## src/rtl/adc_spi_master.sv

```systemverilog
// adc_spi_master
//   SPI master for ADC register access. One START shifts a {RW, ADDR, DATA} frame
//   MSB-first in SPI mode 0. The block also produces a timed active-low ADC reset
//   pulse and an independent active-high SYNC pulse.
//
// Ports
//   i_clk, i_rst          system clock, synchronous active-high reset
//   i_start               one-cycle command strobe (i_rw, i_addr, i_wr_data, i_cs_sel sampled with it)
//   i_rstn_req            one-cycle strobe: pulse o_adc_rstn low for RSTN_CYCLES
//   i_sync_req            one-cycle strobe: pulse o_adc_sync high for SYNC_CYCLES (retriggerable)
//   o_busy                transfer or reset pulse in progress
//   o_done                one-cycle pulse at the end of a transfer
//   o_err                 one-cycle pulse when a START names a nonexistent chip select
//   o_rd_data             data word captured by the most recent read
//   i_adc_miso            serial data from the ADC
//   o_adc_sclk/o_adc_mosi SPI clock (idle low) and data to the ADC
//   o_adc_csn             active-low chip selects, one per ADC
//   o_adc_rstn            active-low ADC reset
//   o_adc_sync            single-ended SYNC, active high
//
// i_cs_sel is one bit wider than strictly needed when N_CS is a power of two so
// that out-of-range selects can be expressed and rejected with o_err.
//
// state   | meaning
// --------+-------------------------------------------------------------
// S_IDLE  | waiting for START / RSTN_REQ, SPI pins idle
// S_SHIFT | frame shifting, CLK_DIV cycles SCLK low then CLK_DIV high per bit
// S_HOLD  | CLK_DIV cycles SCLK low with chip select still asserted
// S_GAP   | CLK_DIV cycles with all chip selects released
// S_RSTP  | ADC reset pulse, o_adc_rstn low for RSTN_CYCLES cycles

module adc_spi_master #(
    parameter int ADDR_W      = 7,
    parameter int DATA_W      = 8,
    parameter int CLK_DIV     = 4,
    parameter int N_CS        = 1,
    parameter int RSTN_CYCLES = 16,
    parameter int SYNC_CYCLES = 8,
    localparam int FRAME_W    = 1 + ADDR_W + DATA_W,
    localparam int CS_W       = $clog2(N_CS + 1)
) (
    input  logic              i_clk,
    input  logic              i_rst,
    input  logic              i_start,
    input  logic              i_rw,
    input  logic [ADDR_W-1:0] i_addr,
    input  logic [DATA_W-1:0] i_wr_data,
    input  logic [CS_W-1:0]   i_cs_sel,
    input  logic              i_rstn_req,
    input  logic              i_sync_req,
    output logic              o_busy,
    output logic              o_done,
    output logic              o_err,
    output logic [DATA_W-1:0] o_rd_data,
    input  logic              i_adc_miso,
    output logic              o_adc_sclk,
    output logic              o_adc_mosi,
    output logic [N_CS-1:0]   o_adc_csn,
    output logic              o_adc_rstn,
    output logic              o_adc_sync
);

    localparam int TMR_MAX = (CLK_DIV > RSTN_CYCLES) ? CLK_DIV : RSTN_CYCLES;
    localparam int TMR_W   = $clog2(TMR_MAX + 1);
    localparam int BIT_W   = $clog2(FRAME_W + 1);
    localparam int SYNC_W  = $clog2(SYNC_CYCLES + 1);

    localparam logic [TMR_W-1:0]  DIV_LOAD  = TMR_W'(CLK_DIV - 1);
    localparam logic [TMR_W-1:0]  RSTN_LOAD = TMR_W'(RSTN_CYCLES - 1);
    localparam logic [BIT_W-1:0]  BIT_LOAD  = BIT_W'(FRAME_W - 1);
    localparam logic [SYNC_W-1:0] SYNC_LOAD = SYNC_W'(SYNC_CYCLES - 1);

    localparam logic [2:0] S_IDLE  = 3'd0;
    localparam logic [2:0] S_SHIFT = 3'd1;
    localparam logic [2:0] S_HOLD  = 3'd2;
    localparam logic [2:0] S_GAP   = 3'd3;
    localparam logic [2:0] S_RSTP  = 3'd4;

    logic [2:0]         r_state;
    logic [TMR_W-1:0]   r_tmr;
    logic [BIT_W-1:0]   r_bit_cnt;
    // Holds the not-yet-sent frame bits; received bits enter at the LSB, so after
    // the last bit the low DATA_W bits are the read word.
    logic [FRAME_W-2:0] r_shift;
    logic               r_rw;
    logic               r_sclk;
    logic               r_mosi;
    logic [N_CS-1:0]    r_csn;
    logic               r_rstn;
    logic               r_busy;
    logic               r_done;
    logic               r_err;
    logic [DATA_W-1:0]  r_rd_data;
    logic               r_sync;
    logic [SYNC_W-1:0]  r_sync_cnt;

    logic [FRAME_W-1:0] w_frame;
    logic [N_CS-1:0]    w_csn_sel;
    logic               w_cs_ok;

    // Read frames send zeros in the data field.
    assign w_frame   = {i_rw, i_addr, (i_rw ? {DATA_W{1'b0}} : i_wr_data)};
    assign w_csn_sel = ~(N_CS'(1) << i_cs_sel);
    assign w_cs_ok   = (i_cs_sel < CS_W'(N_CS));

    always_ff @(posedge i_clk) begin
        if (i_rst) begin
            r_state   <= S_IDLE;
            r_tmr     <= '0;
            r_bit_cnt <= '0;
            r_shift   <= '0;
            r_rw      <= 1'b0;
            r_sclk    <= 1'b0;
            r_mosi    <= 1'b0;
            r_csn     <= '1;
            r_rstn    <= 1'b1;
            r_busy    <= 1'b0;
            r_done    <= 1'b0;
            r_err     <= 1'b0;
            r_rd_data <= '0;
        end else begin
            r_done <= 1'b0;
            r_err  <= 1'b0;
            case (r_state)
                S_IDLE: begin
                    if (i_rstn_req) begin
                        r_state <= S_RSTP;
                        r_tmr   <= RSTN_LOAD;
                        r_rstn  <= 1'b0;
                        r_busy  <= 1'b1;
                    end else if (i_start) begin
                        if (w_cs_ok) begin
                            r_state   <= S_SHIFT;
                            r_tmr     <= DIV_LOAD;
                            r_bit_cnt <= BIT_LOAD;
                            r_shift   <= w_frame[FRAME_W-2:0];
                            r_mosi    <= w_frame[FRAME_W-1];
                            r_rw      <= i_rw;
                            r_csn     <= w_csn_sel;
                            r_busy    <= 1'b1;
                        end else begin
                            r_err <= 1'b1;
                        end
                    end
                end
                S_SHIFT: begin
                    if (r_tmr != '0) begin
                        r_tmr <= r_tmr - 1'b1;
                    end else begin
                        r_tmr <= DIV_LOAD;
                        if (!r_sclk) begin
                            r_sclk <= 1'b1;
                        end else begin
                            // End of the last high cycle: sample MISO, drop SCLK and
                            // present the next bit in the first low cycle.
                            r_sclk  <= 1'b0;
                            r_shift <= {r_shift[FRAME_W-3:0], i_adc_miso};
                            if (r_bit_cnt == '0) begin
                                r_state <= S_HOLD;
                            end else begin
                                r_bit_cnt <= r_bit_cnt - 1'b1;
                                r_mosi    <= r_shift[FRAME_W-2];
                            end
                        end
                    end
                end
                S_HOLD: begin
                    if (r_tmr != '0) begin
                        r_tmr <= r_tmr - 1'b1;
                    end else begin
                        r_tmr   <= DIV_LOAD;
                        r_state <= S_GAP;
                        r_csn   <= '1;
                        r_mosi  <= 1'b0;
                    end
                end
                S_GAP: begin
                    if (r_tmr != '0) begin
                        r_tmr <= r_tmr - 1'b1;
                    end else begin
                        r_state <= S_IDLE;
                        r_busy  <= 1'b0;
                        r_done  <= 1'b1;
                        if (r_rw) begin
                            r_rd_data <= r_shift[DATA_W-1:0];
                        end
                    end
                end
                S_RSTP: begin
                    if (r_tmr != '0) begin
                        r_tmr <= r_tmr - 1'b1;
                    end else begin
                        r_state <= S_IDLE;
                        r_rstn  <= 1'b1;
                        r_busy  <= 1'b0;
                    end
                end
                default: begin
                    r_state <= S_IDLE;
                    r_sclk  <= 1'b0;
                    r_mosi  <= 1'b0;
                    r_csn   <= '1;
                    r_rstn  <= 1'b1;
                    r_busy  <= 1'b0;
                end
            endcase
        end
    end

    // SYNC pulse runs independently of the SPI state machine; a new request
    // reloads the count so the pulse stretches.
    always_ff @(posedge i_clk) begin
        if (i_rst) begin
            r_sync     <= 1'b0;
            r_sync_cnt <= '0;
        end else if (i_sync_req) begin
            r_sync     <= 1'b1;
            r_sync_cnt <= SYNC_LOAD;
        end else if (r_sync) begin
            if (r_sync_cnt == '0) begin
                r_sync <= 1'b0;
            end else begin
                r_sync_cnt <= r_sync_cnt - 1'b1;
            end
        end
    end

    assign o_busy     = r_busy;
    assign o_done     = r_done;
    assign o_err      = r_err;
    assign o_rd_data  = r_rd_data;
    assign o_adc_sclk = r_sclk;
    assign o_adc_mosi = r_mosi;
    assign o_adc_csn  = r_csn;
    assign o_adc_rstn = r_rstn;
    assign o_adc_sync = r_sync;

endmodule

```

## config.mk

```make
export PLATFORM = sky130hd
export DESIGN_NAME = adc_spi_master
export DESIGN_NICKNAME = d
export VERILOG_FILES = /design/src/rtl/adc_spi_master.sv
export SDC_FILE = /design/constraint.sdc
export NUM_CORES = 1
export LEC_CHECK = 0
export ABC_AREA = 1
export CAP_MARGIN = 20
export CORE_ASPECT_RATIO = 1.2
export CORE_MARGIN = 10
export CORE_UTILIZATION = 54
export CTS_CLUSTER_DIAMETER = 150
export DETAILED_ROUTE_END_ITERATION = 8
export GPL_ROUTABILITY_DRIVEN = 0
export GPL_TIMING_DRIVEN = 0
export PLACE_DENSITY = 0.8
export SLEW_MARGIN = 20
export SYNTH_ARGS = -nofsm -noshare
export SYNTH_HDL_FRONTEND = slang
export SYNTH_SLANG_ARGS = --single-unit
```

## constraint.sdc

```tcl
create_clock -name i_clk -period 1.7 [get_ports i_clk]
set_clock_uncertainty 0.1 [all_clocks]
set_input_delay 0.34 -clock i_clk [delete_from_list [all_inputs] [get_ports i_clk]]
set_output_delay 0.34 -clock i_clk [all_outputs]
set_load 0.1 [all_outputs]
```

==> run metrics <==
commonest cells after routing, fill and taps aside=94 x nand2_1, 61 x nor2_1, 44 x dfxtp_1; R2R Path End=r_shift[14]; relative slew slack=0.6257; buffers added on ports=37; Yosys top cell area share=0.3864; register area share after synthesis=0.3864; critical path endpoint=o_busy; final hold violations=0; pin count of the biggest net entering global routing=18; number of cells on the critical path=1; max incr delay on CP=0.56 ns; placed inst area=2984 µm²; die width=82.59 µm; CP startpoint kind=flop; crit path DAT=1.24 ns; Routed WL=6364 µm; DR iter-0 viols=212; area leader, netlist=dfxtp_1; DR WL/cell=12.88 µm; later-pin clock latency in the skew report=0.31 ns; root buf cell=clkbuf_8; CP max-delay cell=clkdlybuf4s15_2; critical path fanouts, max=2; Remaining DRCs=0; num ports=39; YS warnings=0; Initial Utilization=0.5567; Crit path buffers/inverters=1; final instance area=3262 µm²; Tot Pwr=5.414 mW; Layout Utilization=0.7152; ys flop type=dfxtp_1; fill count=384; ys async rst share=0; core area=4561 µm²; Antenna Nets Post-Route=0; grt ovf=0; # Max-Cap Violations=0; Post-Syn Area=2539 µm²; clk buf depth=2; delay-heaviest family, CP=buffers and inverters; crit path capture type=output pin; die area=7855 µm²; layout cells sized above 1=0.1812; depth of the CTS H-tree=2; routed vias=2563; clk sink count=49; Layout area overhead=28.49%; power per cell area=1660 nW/µm²; syn nets=408; Peak Freq=596.4 MHz; Period Utilization, post-route=0.9863; vias in the first global route=2494; Total GRT Usage=0.1671; Lkg Pwr=1.495 nW; Num CTS Buffers=5; Placement Rows=27; min-delay worst type=in -> reg; post-layout net count=461; commonest non-fill, non-tap cell in the layout=nand2_1; CTS tree=done; status=completed; Crit Reg-Reg Startpoint=r_tmr[0]; Setup CP Type=reg -> out; Slew @ Worst Pin=0.5614 ns; Crit. Startpoint=o_busy; count of final max-slew check failures=0; Inserted Diodes=0; CP required=1.26 ns; cell chain of the critical path=clkdlybuf4s15_2; final setup violating endpoints=0; Worst-path clk slew=0.10 ns; syn avg cell area=6.646 µm²; R2R cell count=10; EDFF count, synth=0; setup ws final=0.02330 ns; min Tclk post-route=1.677 ns; reg2reg setup slack=0.07 ns; hold_buf cts=0; HPWL Detailed=4576 µm; post-synthesis register bit count=49; main area contributors after synthesis=dfxtp_1 39%, nand2_1 15%, nor2_1 9.9%, inv_1 6.2%, nand3_1 5.1%; pre-CTS setup slack=-0.2156 ns; Max rail drop VDD=0.8513 mV; Unique masters post-synth=33; first-pass GRT wire length=10660 µm; Vias/cell=5.188; antenna violations before repair=0; RSZ-0062 raised after global routing=yes; DR pass1 iterations=5; Mapped Cells=382; Die H=95.11 µm
==> layer usage <==
metal,part of all wire,wire length (µm),vias to the layer above,GRT usage
li1,-,-,1309,-
met1,0.40,2563,1167,0.1800
met2,0.52,3329,75,0.3013
met3,0.055,353,12,0.04708
met4,0.018,117,0,0.05866
met5,0,0,-,0
==> registers in the layout (all words and copies together), names as in the netlist, 3 cells and up <==
signal	flops
r_tmr	5
o_rd_data	8
r_state	3
r_sync_cnt	4
r_bit_cnt	5
r_shift	15
==> kinds of logic (layout without fill, tap and decap cells) <==
kind of cell             after synthesis  in the layout  share of synthesized area
buffers and inverters                 60            114                     0.1020
flip-flops                            49             49                     0.3864
adder cells (fa/ha/maj)                3              3                    0.01479
AND/OR/NAND/NOR                      211            211                     0.3593
XOR/XNOR                               3              3                    0.01035
AO/OA/AOI/OAI                         56             56                     0.1272
==> cell usage after synthesis, types with 3 or more instances <==
cell type,number
nor3_1,3
dfxtp_1,49
buf_6,3
ha_1,3
a211oi_1,6
nand2_2,3
nor2_2,3
nand2_1,99
nand3_2,3
nor2_1,67
nand3_1,26
inv_1,42
clkbuf_1,7
a21oi_1,22
o21ai_0,22
==> how the worst min path moves through the flow <==
stage	cells after the start	endpoint	start	slack, ns
global placement	1	r_tmr[0]	r_tmr[0]	0.31
finish	2	o_adc_sync	i_rst	0.28
CTS	2	o_adc_sync	i_rst	0.28
detailed placement	1	r_tmr[0]	r_tmr[0]	0.32
global route	2	o_adc_sync	i_rst	0.30
floorplan	1	r_tmr[0]	r_tmr[0]	0.30
==> stage by stage <==
| stage | cells | hold WS (ns) | TNS, ns |
|---|---|---|---|
| final | 494 | 0.2814 | 0 |
| after global placement | 477 | 0.3123 | -4.924 |
| after CTS | 485 | 0.2827 | 0 |
| after detailed placement | 477 | 0.3216 | -6.149 |
| after global routing | 494 | 0.3018 | -0.04041 |
| after floorplan | 382 | 0.3028 | 0 |
==> report_power, final <==
group | switching [mW] | leakage (nW) | total [mW] | internal, mW
Combinational | 1.98 | 1.05 | 3.03 | 1.05
Clock | 0.432 | 0.0452 | 0.733 | 0.301
Sequential | 0.191 | 0.404 | 1.65 | 1.46
Total | 2.60 | 1.49 | 5.41 | 2.81
==> area by class of cell <==
type | instances | area, µm² | area share
Clock inverter | 3 | 25.02 | 0.007672
Buffer | 13 | 87.58 | 0.02685
Inverter | 47 | 183.9 | 0.05639
Sequential cell | 49 | 992.2 | 0.3042
Timing Repair Buffer | 46 | 456.7 | 0.1400
Tap cell | 58 | 72.57 | 0.02225
Multi-Input combinational cell | 273 | 1375 | 0.4216
Clock buffer | 5 | 68.82 | 0.02110
==> what timing repair did <==
action | in CTS | in global routing
setup buffers | 0 | 7
pin swaps | 0 | 7
gates cloned | 0 | 2
setup endpoints to repair | 53 | 38
resized for setup | 52 | 35
Power figures use the tool's default switching activity.
